[config.mk]
export PLATFORM = sky130hd
export DESIGN_NAME = gpu_column_shader
export DESIGN_NICKNAME = d
export VERILOG_FILES = /design/src/rtl/gpu_column_shader.sv
export SDC_FILE = /design/constraint.sdc
export NUM_CORES = 1
export LEC_CHECK = 0
export ABC_AREA = 0
export BUFFER_PORTS_ARGS = -buffer_cell sky130_fd_sc_hd__buf_2
export CAP_MARGIN = 20
export CORE_MARGIN = 3
export CORE_UTILIZATION = 33
export CTS_CLUSTER_SIZE = 25
export DETAILED_ROUTE_END_ITERATION = 6
export PLACE_DENSITY = 0.76
export SETUP_SLACK_MARGIN = 0.3
export SLEW_MARGIN = 20
export SYNTH_ARGS = -nofsm -noshare
export SYNTH_HDL_FRONTEND = slang
export SYNTH_SLANG_ARGS = --single-unit
[constraint.sdc]
create_clock -name clk -period 1.3 [get_ports clk]
set_clock_uncertainty 0.15 [all_clocks]
set_input_delay 0.065 -clock clk [delete_from_list [all_inputs] [get_ports clk]]
set_output_delay 0.065 -clock clk [all_outputs]
set_load 0.02 [all_outputs]
[src/rtl/gpu_column_shader.sv]
// Per-pixel colour stage: column RAM -> wall lookup -> texture ROM -> registered RGB332,
// with syncs delayed to match and a vblank-only column-buffer bank swap handshake.
module gpu_column_shader #(
  parameter int          TEXTURE_SIZE  = 64,
  parameter int          NUM_TEXTURES  = 4,
  parameter int          H_ACTIVE      = 640,
  parameter int          V_ACTIVE      = 480,
  parameter int          COL_SHIFT     = 1,
  parameter int          ROW_SHIFT     = 1,
  parameter logic [7:0]  CEILING_COLOR = 8'h49,
  parameter logic [7:0]  FLOOR_COLOR   = 8'h24,
  localparam int         UVW           = $clog2(TEXTURE_SIZE),
  localparam int         TIDW          = $clog2(NUM_TEXTURES),
  localparam int         CAW           = $clog2(H_ACTIVE >> COL_SHIFT),
  localparam int         TAW           = TIDW + 2 * UVW
) (
  input  logic             clk,
  input  logic             reset,
  input  logic [9:0]       hcount,
  input  logic [9:0]       vcount,
  input  logic             bright,
  input  logic             hsync_in,
  input  logic             vsync_in,
  output logic             col_bank,
  output logic [CAW-1:0]   col_addr,
  input  logic [15:0]      col_distance,
  input  logic [UVW-1:0]   col_uv_x,
  input  logic [TIDW-1:0]  col_tex_id,
  input  logic             col_side,
  output logic [15:0]      lk_distance,
  output logic [9:0]       lk_screen_y,
  input  logic [UVW-1:0]   lk_uv_y,
  input  logic             lk_inside_wall,
  input  logic             lk_above_wall,
  output logic [TAW-1:0]   tex_addr,
  input  logic [7:0]       tex_data,
  input  logic             swap_req,
  output logic             swap_ack,
  output logic [7:0]       rgb,
  output logic             hsync_out,
  output logic             vsync_out,
  output logic             blank_n
);

  localparam logic [9:0] H_LIMIT    = 10'(H_ACTIVE);
  localparam logic [9:0] VBLANK_ROW = 10'(V_ACTIVE);

  typedef enum logic {IDLE, ARMED} swap_state_e;

  // S1 side-band registers
  logic [9:0] vcount_s1_q;
  logic       bright_s1_q, hs_s1_q, vs_s1_q;
  // S2 side-band registers
  logic       inside_s2_q, above_s2_q, side_s2_q;
  logic       bright_s2_q, hs_s2_q, vs_s2_q;
  // Output registers
  logic [7:0] rgb_q, rgb_d;
  logic       hs_q, vs_q, blank_q;
  // Bank swap
  swap_state_e state_q, state_d;
  logic        bank_q, bank_d;
  logic        ack_q, ack_d;
  logic        boundary;
  logic [7:0]  shaded;

  // S0: column address, clamped to 0 outside the visible line
  always_comb begin
    col_addr = '0;
    if (!reset && hcount < H_LIMIT) col_addr = CAW'(hcount >> COL_SHIFT);
  end

  // S1: lookup inputs and texture address
  always_comb begin
    lk_distance = '0;
    lk_screen_y = '0;
    tex_addr    = '0;
    if (!reset) begin
      lk_distance = (col_distance == 16'd0) ? 16'h0001 : col_distance;
      lk_screen_y = vcount_s1_q >> ROW_SHIFT;
      tex_addr    = {col_tex_id, lk_uv_y, col_uv_x};
    end
  end

  // S2: colour select; above wins over inside if both are ever seen
  always_comb begin
    shaded = {1'b0, tex_data[7:6], 1'b0, tex_data[4:3], 1'b0, tex_data[1]};
    rgb_d  = FLOOR_COLOR;
    if (!bright_s2_q)     rgb_d = 8'h00;
    else if (above_s2_q)  rgb_d = CEILING_COLOR;
    else if (inside_s2_q) rgb_d = side_s2_q ? shaded : tex_data;
  end

  assign boundary = (vcount == VBLANK_ROW) && (hcount == '0);

  // Swap only while the request is still held at the vblank boundary
  always_comb begin
    state_d = state_q;
    bank_d  = bank_q;
    ack_d   = 1'b0;
    case (state_q)
      IDLE: begin
        if (swap_req) begin
          if (boundary) begin
            bank_d = ~bank_q;
            ack_d  = 1'b1;
          end else begin
            state_d = ARMED;
          end
        end
      end
      ARMED: begin
        if (!swap_req) begin
          state_d = IDLE;
        end else if (boundary) begin
          state_d = IDLE;
          bank_d  = ~bank_q;
          ack_d   = 1'b1;
        end
      end
      default: state_d = IDLE;
    endcase
  end

  always_ff @(posedge clk) begin
    if (reset) begin
      vcount_s1_q <= '0;
      bright_s1_q <= 1'b0;
      hs_s1_q     <= 1'b0;
      vs_s1_q     <= 1'b0;
      inside_s2_q <= 1'b0;
      above_s2_q  <= 1'b0;
      side_s2_q   <= 1'b0;
      bright_s2_q <= 1'b0;
      hs_s2_q     <= 1'b0;
      vs_s2_q     <= 1'b0;
      rgb_q       <= '0;
      hs_q        <= 1'b0;
      vs_q        <= 1'b0;
      blank_q     <= 1'b0;
      state_q     <= IDLE;
      bank_q      <= 1'b0;
      ack_q       <= 1'b0;
    end else begin
      vcount_s1_q <= vcount;
      bright_s1_q <= bright;
      hs_s1_q     <= hsync_in;
      vs_s1_q     <= vsync_in;
      inside_s2_q <= lk_inside_wall;
      above_s2_q  <= lk_above_wall;
      side_s2_q   <= col_side;
      bright_s2_q <= bright_s1_q;
      hs_s2_q     <= hs_s1_q;
      vs_s2_q     <= vs_s1_q;
      rgb_q       <= rgb_d;
      hs_q        <= hs_s2_q;
      vs_q        <= vs_s2_q;
      blank_q     <= bright_s2_q;
      state_q     <= state_d;
      bank_q      <= bank_d;
      ack_q       <= ack_d;
    end
  end

  assign col_bank  = bank_q;
  assign swap_ack  = ack_q;
  assign rgb       = rgb_q;
  assign hsync_out = hs_q;
  assign vsync_out = vs_q;
  assign blank_n   = blank_q;

endmodule

==> load_flow_metrics.sql <==
INSERT INTO impl_metrics (metric_group, metric, value, unit) VALUES
('setup_path', 'timing.reg2reg.setup_slack', '0.11', 'ns'),
('die', 'io-pin-count', '129', ''),
('timing', 'maxClockFrequency', '802', 'MHz'),
('pwr', 'ir_drop', '0.628', 'mV'),
('timing', 'hold_slack', '-0.0645', 'ns'),
('timing', 'report.final.setup_viol', '0', ''),
('cells_and_area', 'proportion_of_layout_cells_with_a_drive_suffix_above_1', '0.690', ''),
('timing', 'timing_hold_violations_final', '1', ''),
('timing', 'setup_repair_after_global_routing_missed_its_margin', 'yes', ''),
('routing', 'detail_route.iter0.violations', '59', ''),
('logic_synthesis', 'synthesis.nets', '215', ''),
('pwr', 'total_leakage_power', '1.49', 'nW'),
('run_status', 'violations_in_the_final_reports', 'negative hold slack', ''),
('setup_path', 'critical_path_required', '1.32', 'ns'),
('pwr', 'powerDensity', '871', 'nW/um^2'),
('setup_path', 'crit_path_start_kind', 'input port', ''),
('logic_synthesis', 'postSynthCellCount', '148', ''),
('logic_synthesis', 'synth_largest_area_cell', 'dfxtp_1', ''),
('pwr', 'cell_internal_pwr', '0.00202', 'W'),
('timing', 'worst_slack', '0.0527', 'ns'),
('setup_path', 'worst_endpoint_data_arrival_time', '1.27', 'ns'),
('setup_path', 'worst_flop_to_flop_path_startpoint', 'bright_s2_q$_SDFF_PP0_', ''),
('setup_path', 'cp-startpoint', 'hcount[6]', ''),
('die', 'core_region_area', '3830', 'sq um'),
('run', 'max_cap_violations', '0', ''),
('global_route', 'global_route.usage.total', '0.210', ''),
('die', 'chipWidth', '70.3', 'microns'),
('placed_design', 'post_dp_cell_area', '2170', 'sq um'),
('run_status', 'outcome', 'finished with violations', ''),
('clocking', 'clk_latency', '0.28', 'ns'),
('setup_path', 'crit_path_max_fanout', '2', ''),
('setup_path', 'critPathCaptureType', 'register', ''),
('routing', 'postRouteWirelength', '5600', 'microns'),
('clocking', 'cts_htree_levels', '2', ''),
('cells_and_area', 'antenna-diode-count', '0', ''),
('logic_synthesis', 'synth.yosys.warnings', '0', ''),
('pwr', 'combinational_share_of_power', '0.275', ''),
('setup_path', 'critical-path-max-stage-delay', '0.54', 'ns'),
('logic_synthesis', 'ys_types', '23', ''),
('pwr', 'netSwitchingPower', '0.000700', 'W'),
('timing', 'fin_crit_share', '0.959', ''),
('clocking', 'numClockSinks', '31', ''),
('clocking', 'tritoncts', 'yes', ''),
('die', 'initial_utilization', '0.357', ''),
('routing', 'vias_after_detailed_routing', '1651', ''),
('setup_path', 'crit_buf_inv', '1', ''),
('cells_and_area', 'synthesis_to_finish_area_growth', '129', '%'),
('cells_and_area', 'stdcell_count', '361', ''),
('logic_synthesis', 'yosys_register_bits', '31', ''),
('global_route', 'antenna_found_initial', '1', ''),
('global_route', 'grt_pass1_vias', '1645', ''),
('cells_and_area', 'finish.instance_area', '3120', 'sq um'),
('clocking', 'cts_inserted_buffers', '5', ''),
('setup_path', 'timing.critical_path.to', 'col_bank$_SDFFE_PP0P_', ''),
('clocking', 'clk_transition_reported_paths', '0.06', 'ns'),
('setup_path', 'worstPathCellList', 'buf_2 > or4_4 > nor3_2 > mux2_4', ''),
('pwr', 'power.share.switching', '0.257', ''),
('setup_path', 'r2r_cells', '4', ''),
('routing', 'drc', '0', ''),
('placed_design', 'place.gp.congestion', '0.783', ''),
('hold_path', 'hp_class', 'in2reg', ''),
('setup_path', 'cpLargestDelayFamily', 'simple AND/OR/NAND/NOR gates', ''),
('routing', 'post_drt_wl_per_cell', '15.5', 'microns'),
('placed_design', 'dp_cells', '322', ''),
('placed_design', 'detailed_place_hpwl', '3380', 'microns'),
('logic_synthesis', 'synth_area', '1370', 'sq um'),
('cells_and_area', 'finalNetCount', '379', ''),
('setup_path', 'critical_path.slowest_cell', 'or4_4', ''),
('routing', 'ant_nets', '0', ''),
('logic_synthesis', 'post_syn_area_per_cell', '9.22', 'sq um'),
('clocking', 'cts.path.max_buffers', '2', '');
[power by group through the flow]
| stage | Sequential, W | Clock, W | Combinational (W) |
|---|---|---|---|
| global placement | 0.00102 | 0 | 0.000471 |
| global route | 0.00101 | 0.00103 | 0.000791 |
| CTS | 0.000999 | 0.000976 | 0.000648 |
| detailed placement | 0.00102 | 0 | 0.000477 |
| finish | 0.00100 | 0.000970 | 0.000747 |
| floorplan | 0.00102 | 0 | 0.000256 |
[flip-flops by register name (all words and copies together) (netlist names)]
signal,cells
hsync_out,1
vsync_out,1
bright_s1_q,1
rgb,8
vcount_s1_q,9
hs_s2_q,1
blank_n,1
hs_s1_q,1
col_bank,1
side_s2_q,1
inside_s2_q,1
bright_s2_q,1
swap_ack,1
vs_s1_q,1
above_s2_q,1
vs_s2_q,1
[worst min path at each step]
stage	from	to	cells past startpoint
after floorplan	tex_data[1]	rgb[1]$_SDFF_PP0_	1
after global placement	col_side	side_s2_q$_SDFF_PP0_	2
after detailed placement	vsync_in	vs_s1_q$_SDFF_PP0_	2
after CTS	vcount[3]	swap_ack$_SDFF_PP0_	3
after global routing	hcount[5]	swap_ack$_SDFF_PP0_	3
final	hcount[5]	swap_ack$_SDFF_PP0_	3
[stage by stage]
stage	power [W]	setup TNS, ns
detailed placement	0.00150	-0.316
CTS	0.00262	0
global route	0.00283	0
global placement	0.00149	-0.225
floorplan	0.00128	0
finish	0.00272	0
[metal layers]
layer  global-route usage  vias to the layer above  share of wire
met5                    0                        -         0.0016
met4               0.0957                        2          0.033
met3               0.0719                       20          0.067
met2                0.390                       71           0.55
met1                0.206                      748           0.34
li1                     -                      810              -
[logic make-up after synthesis]
kind of cell | after synthesis | share of synthesized area
simple gates | 92 | 0.429
flops | 31 | 0.455
buf+inv | 10 | 0.0312
compound gates | 8 | 0.0348
mux | 6 | 0.0477
other cells | 1 | 0.00275
[worst min-delay path, stage by stage]
cell and delay (ns):
buf_2 0.09, or4_4 0.13, nor4_1 0.04
[cell usage after synthesis]
master / n
a21oi_1: 6
nor2_1: 6
buf_4: 1
and2_2: 1
nor3_2: 1
or4_4: 1
inv_1: 2
nor2b_1: 55
clkbuf_1: 6
nor4_1: 7
mux2i_1: 2
dfxtp_1: 31
and2_1: 15
conb_1: 1
nand2b_4: 1
or2_1: 1
a41oi_1: 2
nand4_1: 1
mux2_2: 4
buf_2: 1
and3b_1: 1
and4b_1: 1
nor3b_1: 1
[cells in the final DEF, fill, tap and decap left out, types with 2 or more instances in the layout]
master         synthesis  layout
and2_1                15       4
nor2_1                 6       4
mux2_4                 0       4
nor4_4                 0       4
a21oi_2                0       5
a21oi_4                0       2
clkbuf_8               0       6
and2_4                 0      12
nor2b_2                0       6
buf_6                  0      31
nor4_2                 0       2
dfxtp_1               31      21
dlygate4sd3_1          0      22
nor2b_1               55      39
buf_8                  0       2
buf_2                  1      78
dfxtp_2                0       9
nor2b_4                0      10
buf_4                  1      27
[cell type report]
type                       instances  area [sq um]
clock buffer                       6          82.6
clock inverter                     2          35.0
fill                             233           703
inverter                           2          10.0
multi-input combinational        108          1000
sequential                        31           636
tap                               48          60.1
timing repair buffer             164          1300
[repair_timing]
item,in CTS,in global routing
setup endpoints to repair,59,50
hold buffers,22,1
resized for setup,75,69
hold endpoints to repair,22,2
buffers inserted,6,0
pin swaps,19,13
cloned,2,1
(Power assumes the default switching activity.)
